### src/rtl/memory_stage.sv
// MEM stage: data-memory access over req/gnt/rvalid, store lane
// alignment, load extension, hazard stall and the MEM/WB register.
module memory_stage #(
  parameter int DATA_WIDTH = 32,
  parameter int ADDR_WIDTH = 10
) (
  input  logic                  i_clk,
  input  logic                  i_rst_n,
  input  logic [DATA_WIDTH-1:0] i_alu_result_m,
  input  logic [DATA_WIDTH-1:0] i_write_data_m,
  input  logic                  i_regwrite_m,
  input  logic                  i_memwrite_m,
  input  logic [1:0]            i_resultsrc_m,
  input  logic [1:0]            i_storetype_m,
  input  logic [2:0]            i_loadtype_m,
  input  logic [4:0]            i_rd_addr_m,
  input  logic [ADDR_WIDTH-1:0] i_pc4_m,
  output logic                  o_dmem_req,
  output logic                  o_dmem_we,
  output logic [ADDR_WIDTH-1:0] o_dmem_addr,
  output logic [31:0]           o_dmem_wdata,
  output logic [3:0]            o_dmem_be,
  input  logic                  i_dmem_gnt,
  input  logic                  i_dmem_rvalid,
  input  logic [31:0]           i_dmem_rdata,
  output logic [DATA_WIDTH-1:0] o_forward_m,
  output logic                  o_stall_m,
  output logic                  o_misaligned_m,
  output logic                  o_regwrite_w,
  output logic [1:0]            o_resultsrc_w,
  output logic [4:0]            o_rd_addr_w,
  output logic [DATA_WIDTH-1:0] o_alu_result_w,
  output logic [31:0]           o_read_data_w,
  output logic [ADDR_WIDTH-1:0] o_pc4_w
);

  typedef enum logic [1:0] {
    IDLE,
    WAIT_GNT,
    WAIT_RVALID
  } state_t;

  state_t state, state_n;

  logic        is_store;
  logic        is_load;
  logic        mem_op;
  logic        mis;
  logic        aligned;
  logic        complete;
  logic [1:0]  off;
  logic [31:0] rshift;
  logic [7:0]  rbyte;
  logic [15:0] rhalf;
  logic [31:0] load_val;

  assign off      = i_alu_result_m[1:0];
  assign is_store = i_memwrite_m;
  assign is_load  = ~i_memwrite_m & (i_resultsrc_m == 2'b01);
  assign mem_op   = is_store | is_load;
  assign aligned  = mem_op & ~mis;

  always_comb begin
    mis = 1'b0;
    if (is_store) begin
      unique case (i_storetype_m)
        2'b00: mis = 1'b0;
        2'b01: mis = off[0];
        2'b10: mis = |off;
        2'b11: mis = 1'b1;
      endcase
    end else if (is_load) begin
      case (i_loadtype_m)
        3'b001,
        3'b101:  mis = off[0];
        3'b010:  mis = |off;
        default: mis = 1'b0;
      endcase
    end
  end

  always_ff @(posedge i_clk or negedge i_rst_n) begin
    if (!i_rst_n) state <= IDLE;
    else          state <= state_n;
  end

  // Request is held through WAIT_GNT; inputs are frozen by the stall.
  always_comb begin
    state_n    = state;
    o_dmem_req = 1'b0;
    complete   = 1'b0;
    unique case (state)
      IDLE, WAIT_GNT: begin
        if (aligned) begin
          o_dmem_req = 1'b1;
          if (i_dmem_gnt) begin
            complete = is_store;
            state_n  = is_store ? IDLE : WAIT_RVALID;
          end else begin
            state_n  = WAIT_GNT;
          end
        end else begin
          state_n = IDLE;
        end
      end
      WAIT_RVALID: begin
        if (i_dmem_rvalid) begin
          complete = 1'b1;
          state_n  = IDLE;
        end
      end
      default: state_n = IDLE;
    endcase
  end

  assign o_stall_m   = aligned & ~complete;
  assign o_dmem_we   = o_dmem_req & is_store;
  assign o_dmem_addr = {i_alu_result_m[ADDR_WIDTH-1:2], 2'b00};
  assign o_forward_m = i_alu_result_m;

  always_comb begin
    o_dmem_be    = 4'b1111;
    o_dmem_wdata = i_write_data_m[31:0];
    if (is_store) begin
      unique case (i_storetype_m)
        2'b00: begin
          o_dmem_be    = 4'b0001 << off;
          o_dmem_wdata = {4{i_write_data_m[7:0]}};
        end
        2'b01: begin
          o_dmem_be    = 4'b0011 << {off[1], 1'b0};
          o_dmem_wdata = {2{i_write_data_m[15:0]}};
        end
        2'b10, 2'b11: begin
          o_dmem_be    = 4'b1111;
          o_dmem_wdata = i_write_data_m[31:0];
        end
      endcase
    end
  end

  assign rshift = i_dmem_rdata >> {off, 3'b000};
  assign rbyte  = rshift[7:0];
  assign rhalf  = off[1] ? i_dmem_rdata[31:16] : i_dmem_rdata[15:0];

  always_comb begin
    case (i_loadtype_m)
      3'b000:  load_val = {{24{rbyte[7]}}, rbyte};
      3'b001:  load_val = {{16{rhalf[15]}}, rhalf};
      3'b100:  load_val = {24'b0, rbyte};
      3'b101:  load_val = {16'b0, rhalf};
      default: load_val = i_dmem_rdata;
    endcase
  end

  // Stall and misaligned cycles retire as bubbles (regwrite cleared).
  always_ff @(posedge i_clk or negedge i_rst_n) begin
    if (!i_rst_n) begin
      o_regwrite_w   <= 1'b0;
      o_resultsrc_w  <= 2'b00;
      o_rd_addr_w    <= 5'd0;
      o_alu_result_w <= '0;
      o_read_data_w  <= 32'd0;
      o_pc4_w        <= '0;
      o_misaligned_m <= 1'b0;
    end else begin
      o_regwrite_w   <= i_regwrite_m & (~mem_op | complete);
      o_resultsrc_w  <= i_resultsrc_m;
      o_rd_addr_w    <= i_rd_addr_m;
      o_alu_result_w <= i_alu_result_m;
      o_read_data_w  <= load_val;
      o_pc4_w        <= i_pc4_m;
      o_misaligned_m <= mem_op & mis & (state == IDLE);
    end
  end

endmodule

### config.mk
export PLATFORM = sky130hd
export DESIGN_NAME = memory_stage
export DESIGN_NICKNAME = d
export VERILOG_FILES = /design/src/rtl/memory_stage.sv
export SDC_FILE = /design/constraint.sdc
export NUM_CORES = 1
export LEC_CHECK = 0
export CORE_AREA = 4 4 108 110
export CTS_CLUSTER_SIZE = 10
export DETAILED_ROUTE_END_ITERATION = 10
export DIE_AREA = 0 0 112 114
export DONT_BUFFER_PORTS = 1
export SKIP_CTS_REPAIR_TIMING = 1
export SYNTH_ARGS = -nofsm -noshare
export SYNTH_HDL_FRONTEND = slang
export SYNTH_SLANG_ARGS = --single-unit
### constraint.sdc
create_clock -name i_clk -period 1.95 [get_ports i_clk]
set_input_delay 0.39 -clock i_clk [delete_from_list [all_inputs] [get_ports i_clk]]
set_output_delay 0.39 -clock i_clk [all_outputs]
set_load 0.1 [all_outputs]
=== Yosys cells after proc, flatten, opt, wreduce, memory -nomap -nowiden ===
Index checks and enable logic that the tools add are counted.

* Muxes and demuxes: 21
* Reductions and logical operators: 7
* Equality and inequality tests: 11
* Shift-type cells: 3
* Bitwise operators: 13

{| class="wikitable"
|+ Operators by type and width
! cell !! number
|-
| case mux 32 bit (4 select lines) || 1
|-
| case mux 32 bit (3 select lines) || 1
|-
| two-way mux 32 bit || 1
|-
| >> shifter 32 x 5 -> 8 bit || 1
|-
| two-way mux 16 bit || 1
|-
| case mux 4 bit (3 select lines) || 1
|-
| two-way mux 2 bit || 4
|-
| OR reduction 2 bit || 4
|-
| AND 1 bit || 7
|-
| two-way mux 1 bit || 7
|-
| equality test 2 x 1 -> 1 bit (second input constant) || 3
|-
| equality test 2 bit (second input constant) || 3
|-
| equality test 3 bit (second input constant) || 2
|-
| logical NOT 2 bit || 2
|-
| two-way mux 4 bit || 1
|-
| inverter 1 bit || 4
|-
| case mux 1 bit (2 select lines) || 2
|-
| case mux 1 bit (4 select lines) || 1
|-
| case mux 2 bit (2 select lines) || 1
|-
| << shifter 1 x 2 -> 4 bit (first input constant) || 1
|-
| << shifter 2 x 2 -> 4 bit (first input constant) || 1
|-
| equality test 3 x 1 -> 1 bit (second input constant) || 1
|-
| equality test 3 x 2 -> 1 bit (second input constant) || 1
|-
| logical NOT 3 bit || 1
|-
| 2 further kinds || 3
|}

* Input bits: 124
* Word-level logic and storage cells: 63
* Register bits after elaboration: 85
* Output and inout port bits: 164

=== Logic depth before layout (Yosys ltp) ===
* Depth after elaboration: 11
* Gate-level depth with buffers: 6
* Depth with buffers taken out: 4

=== Worst setup path after synthesis ===
Ideal clock, no wire load.

* Kind: input port to output port
* From: input i_loadtype_m[1]
* To: output o_stall_m
* Setup slack: -4.261 ns
* Arrival: 5.821 ns
* Stages: 5
* Buffers on the path: 1
* Cells stage by stage: clkbuf_1 -> and3b_1 -> a21oi_1 -> nor3b_1 -> a2111oi_0

* Longest elaborated chain between the ends: 11
* Elaborated cells between the ends (all ways): 13
* Classes of those cells: 3 x eq/ne; 5 x mux; 4 x bitwise; 1 x reduce/logical

{| class="wikitable"
|+ Ends and longest elaborated chain
! what !! line !! text
|-
| from (decl) || 15 || <nowiki>input logic [2:0] i_loadtype_m,</nowiki>
|-
| equality test 3 bit or equality test 3 x 1 -> 1 bit (tied branches) || 73 || <nowiki>case (i_loadtype_m)</nowiki>
|-
| OR reduction 2 bit || 73 ||
|-
| case mux 1 bit (2 select lines) (*) || 73 ||
|-
| two-way mux 1 bit (*) || 72 || <nowiki>end else if (is_load) begin</nowiki>
|-
| two-way mux 1 bit (*) || 65 || <nowiki>if (is_store) begin</nowiki>
|-
| inverter 1 bit (*) || 61 || <nowiki>assign aligned = mem_op & ~mis;</nowiki>
|-
| AND 1 bit (*) || 61 ||
|-
| two-way mux 1 bit || 94 || <nowiki>if (aligned) begin</nowiki>
|-
| case mux 1 bit (2 select lines) || 92 || <nowiki>unique case (state)</nowiki>
|-
| inverter 1 bit || 116 || <nowiki>assign o_stall_m = aligned & ~complete;</nowiki>
|-
| AND 1 bit (*) || 116 ||
|-
| to (decl) || 27 || <nowiki>output logic o_stall_m,</nowiki>
|}

Every way passes the cells marked *; elsewhere a longest branch is shown, timed or not.

=== Final worst setup path ===
* From: register state[1]
* To: output o_stall_m

* Longest elaborated chain between the ends: 5
* Elaborated cells between the ends (all ways): 7
* Classes of those cells: 2 x eq/ne; 1 x mux; 2 x bitwise; 2 x reduce/logical

{| class="wikitable"
|+ Ends and longest elaborated chain
! what !! line !! text
|-
| from (decl) || 43 || <nowiki>state_t state, state_n;</nowiki>
|-
| from (signal assigned) || 84 || <nowiki>else state <= state_n;</nowiki>
|-
| equality test 2 x 1 -> 1 bit or logical NOT 2 bit (tied branches) || 92 ||
|-
| OR reduction 2 bit || 92 ||
|-
| case mux 1 bit (2 select lines) (*) || 92 ||
|-
| inverter 1 bit (*) || 116 ||
|-
| AND 1 bit (*) || 116 ||
|}

Marks and branches as above.

==> results.toml <==
[outcome]
status = "finished, violations left"
violations = "negative hold slack"

[sta]
holdWs_ps = -282
period_minus_slack_ps = 1900
maxSlewViolCount = 0
fin_ws_ps = 55.0
rsz0062_at_grt = "true"
fin_skew_ps = 5.54
max_freq_ghz = 0.528
tightest_slew_ps = 828
period_share_pct = 97.2
finalSetupViolations = 0
finalHoldViolations = 85
slew_headroom_pct = 44.8

[clock_tree]
clock_latency_ps = 360
clk_pin_slew_worst_paths_ps = 90
cts_sinks = 85
numCtsBuffers = 9
cts_root_buf = "clkbuf_8"
cts_tree = "built"
cts_max_path_buffers = 2
htreeDepth = 3

[placement]
hpwl_um = 9170
place_congestion = 0.763
numPortBuffers = 0
pre_cts_ws_ps = 12.3

[route]
drc = 0
drtAntennaViolNets = 0
vias = 2685
drt-total-wl_um = 11600
post_drt_via_cell_ratio = 4.86
firstDrtPassIters = 5
drt_iter0_drc = 245
wl_per_cell_um = 21.0

[cells_and_area]
drive_above_1_share_pct = 41.9
synthToLayoutAreaGrowth_pct = 34.4
n_fill_cell = 982
nNetsFinal = 532
diodes = 0

[synth]
synth_seq_cells = 85
ys_warn_count = 0
ys_types = 32
netlist_instances = 348
syn-mean-instance-area_um2 = 10.6
ys_seq_area_share_pct = 57.4
syn_area_um2 = 3700

[floorplan]
dieHeight_um = 114
die-width_um = 112
dieArea_um2 = 12800
initial_core_util_pct = 34.6
core-area_um2 = 10700
row_count = 38
pin_count = 288

[setup_path]
start_kind = "flip-flop"
cp.arrival_ps = 1510
critPathKind = "flip-flop to output port"
cp.required_ps = 1560
crit_fanout = 3
critPathCaptureType = "output port"

[global_routing]
overflow = 0
grt_max_degree = 86
grt_pass1_vias = 2870
antenna_found_initial = 0
grt_use_total_pct = 17.7
grt_pass1_wl_um = 16900

[power]
ir_drop_uv = 598
power_frac_clock_pct = 23.1
switchingPower_mw = 2.19
p_per_area_nw_per_um2 = 1010
switching_share_pct = 43.5
seqPwrFrac_pct = 38.0
combPwrFrac_pct = 38.9
p_int_mw = 2.85
leakagePower_nw = 2.37

[job]
drv_cap = 0

[hold_path]
holdCritPathClass = "input pin to async pin"
synth_stat cells:
library cell | number | area share (%)
dfrtp_1 | 85 | 57
buf_4 | 50 | 10
nand2_1 | 50 | 5.1
o21ai_0 | 26 | 3.5
a21oi_1 | 25 | 3.4
inv_1 | 23 | 2.3
clkbuf_1 | 14 | 1.4
mux2_2 | 13 | 4.0
mux2i_1 | 9 | 2.4
a22oi_1 | 7 | 1.4
nand2b_1 | 7 | 1.2
nor2_1 | 5 | 0.51
nor2b_1 | 5 | 0.84
nor3_1 | 3 | 0.41
nor3b_1 | 3 | 0.61
o21a_1 | 3 | 0.61
a211oi_1 | 2 | 0.41
buf_6 | 2 | 0.61
nand3_1 | 2 | 0.27
nand3b_1 | 2 | 0.41
a2111oi_0 | 1 | 0.24
a211oi_4 | 1 | 0.54
a32oi_1 | 1 | 0.24
a41o_1 | 1 | 0.27
and2_1 | 1 | 0.17
and3b_1 | 1 | 0.24
buf_1 | 1 | 0.10
conb_1 | 1 | 0.10
mux4_2 | 1 | 0.61
nor4_1 | 1 | 0.17
o21bai_1 | 1 | 0.20
o31a_1 | 1 | 0.24
cells by family after synthesis:
kind of cell	synth area share [%]
buffers and inverters	14.6
flip-flops	57.4
AND/OR/NAND/NOR	9.86
AO/OA/AOI/OAI	11.0
multiplexers	6.99
other	0.101
final timing paths:
path,start,endpoint,slack [ps],depth (start not counted)
worst max-delay path,state[1],o_stall_m,50,3
worst min-delay path,i_rst_n,o_alu_result_w[24],-280,0
worst max register to register,state[1],o_regwrite_w,840,3
worst min register to register,state[0],o_misaligned_m,540,2
max in group asynchronous,i_rst_n,o_read_data_w[1],2110,0
min in group i_clk,i_alu_result_m[24],o_alu_result_w[24],50,0
layer usage:
| layer | vias up | wire, µm | track usage, % |
|---|---|---|---|
| li1 | 1208 | - | - |
| met1 | 1274 | 3640 | 16.5 |
| met2 | 191 | 6430 | 34.1 |
| met3 | 12 | 1360 | 8.01 |
| met4 | 0 | 165 | 5.85 |
| met5 | - | 0 | 0 |
through the flow:
stage / instance area [µm²] / setup TNS [ps] / utilization (%) / power (mW) / std cells
3_5_place_dp: 4780 / 0 / 44.7 / 3.92 / 537
2_1_floorplan: 3970 / -914 / - / 3.96 / 349
4_1_cts: 4970 / -135 / 46.5 / 5.09 / 553
6_report: 4980 / 0 / 46.6 / 5.04 / 553
5_1_grt: 4980 / -6.60 / 46.6 / 5.22 / 553
3_3_place_gp: 4780 / 0 / 44.7 / 3.91 / 537
flip-flops by register name, summed over array words and instances (netlist names):
register and count:
o_pc4_w 10, o_misaligned_m 1, o_regwrite_w 1, state 2, o_rd_addr_w 5, o_resultsrc_w 2, o_alu_result_w 32, o_read_data_w 32
cell type report:
| cell class | instances | area (µm²) | share of cell area (%) |
|---|---|---|---|
| well taps | 140 | 175 | 3.52 |
| repair buffers | 115 | 1140 | 22.9 |
| multi-input cells | 174 | 1270 | 25.5 |
| clock buffers | 11 | 151 | 3.04 |
| flip-flops and latches | 85 | 2130 | 42.7 |
| inverters | 23 | 86.3 | 1.73 |
| clock inverters | 5 | 33.8 | 0.678 |
power groups by stage:
stage | clock network (mW) | logic, mW | registers, mW
detailed placement | 0 | 1.97 | 1.95
global route | 1.28 | 2.01 | 1.93
floorplan | 0 | 1.14 | 2.82
CTS | 1.21 | 1.97 | 1.92
finish | 1.17 | 1.96 | 1.92
global placement | 0 | 1.96 | 1.95
critical path, stage by stage, from the launching register on:
cell and delay, ps:
dfrtp_1 380, nor2b_1 110, a2111oi_4 440, buf_12 220
layout by cell type, fill, tap and decap left out, types with 2 or more instances in the layout:
cell type    n
mux2_2       5
nand2b_1     7
clkinv_2     2
nor3_4       2
a211oi_1     2
clkbuf_8    11
nand3_1      2
a22oi_1      7
nand2_2     11
o21ai_4      9
nor2_1       4
buf_4       93
dfrtp_1     85
nor3b_1      2
a21oi_1     24
mux2_4       8
o21a_1       3
clkinvlp_4   2
o21ai_0     16
conb_1       2
mux2i_1      9
nor2b_1      5
buf_12      22
nand2_1     39
nand3b_1     2
inv_1       23
Note: power is estimated with default switching activity, not from simulation.
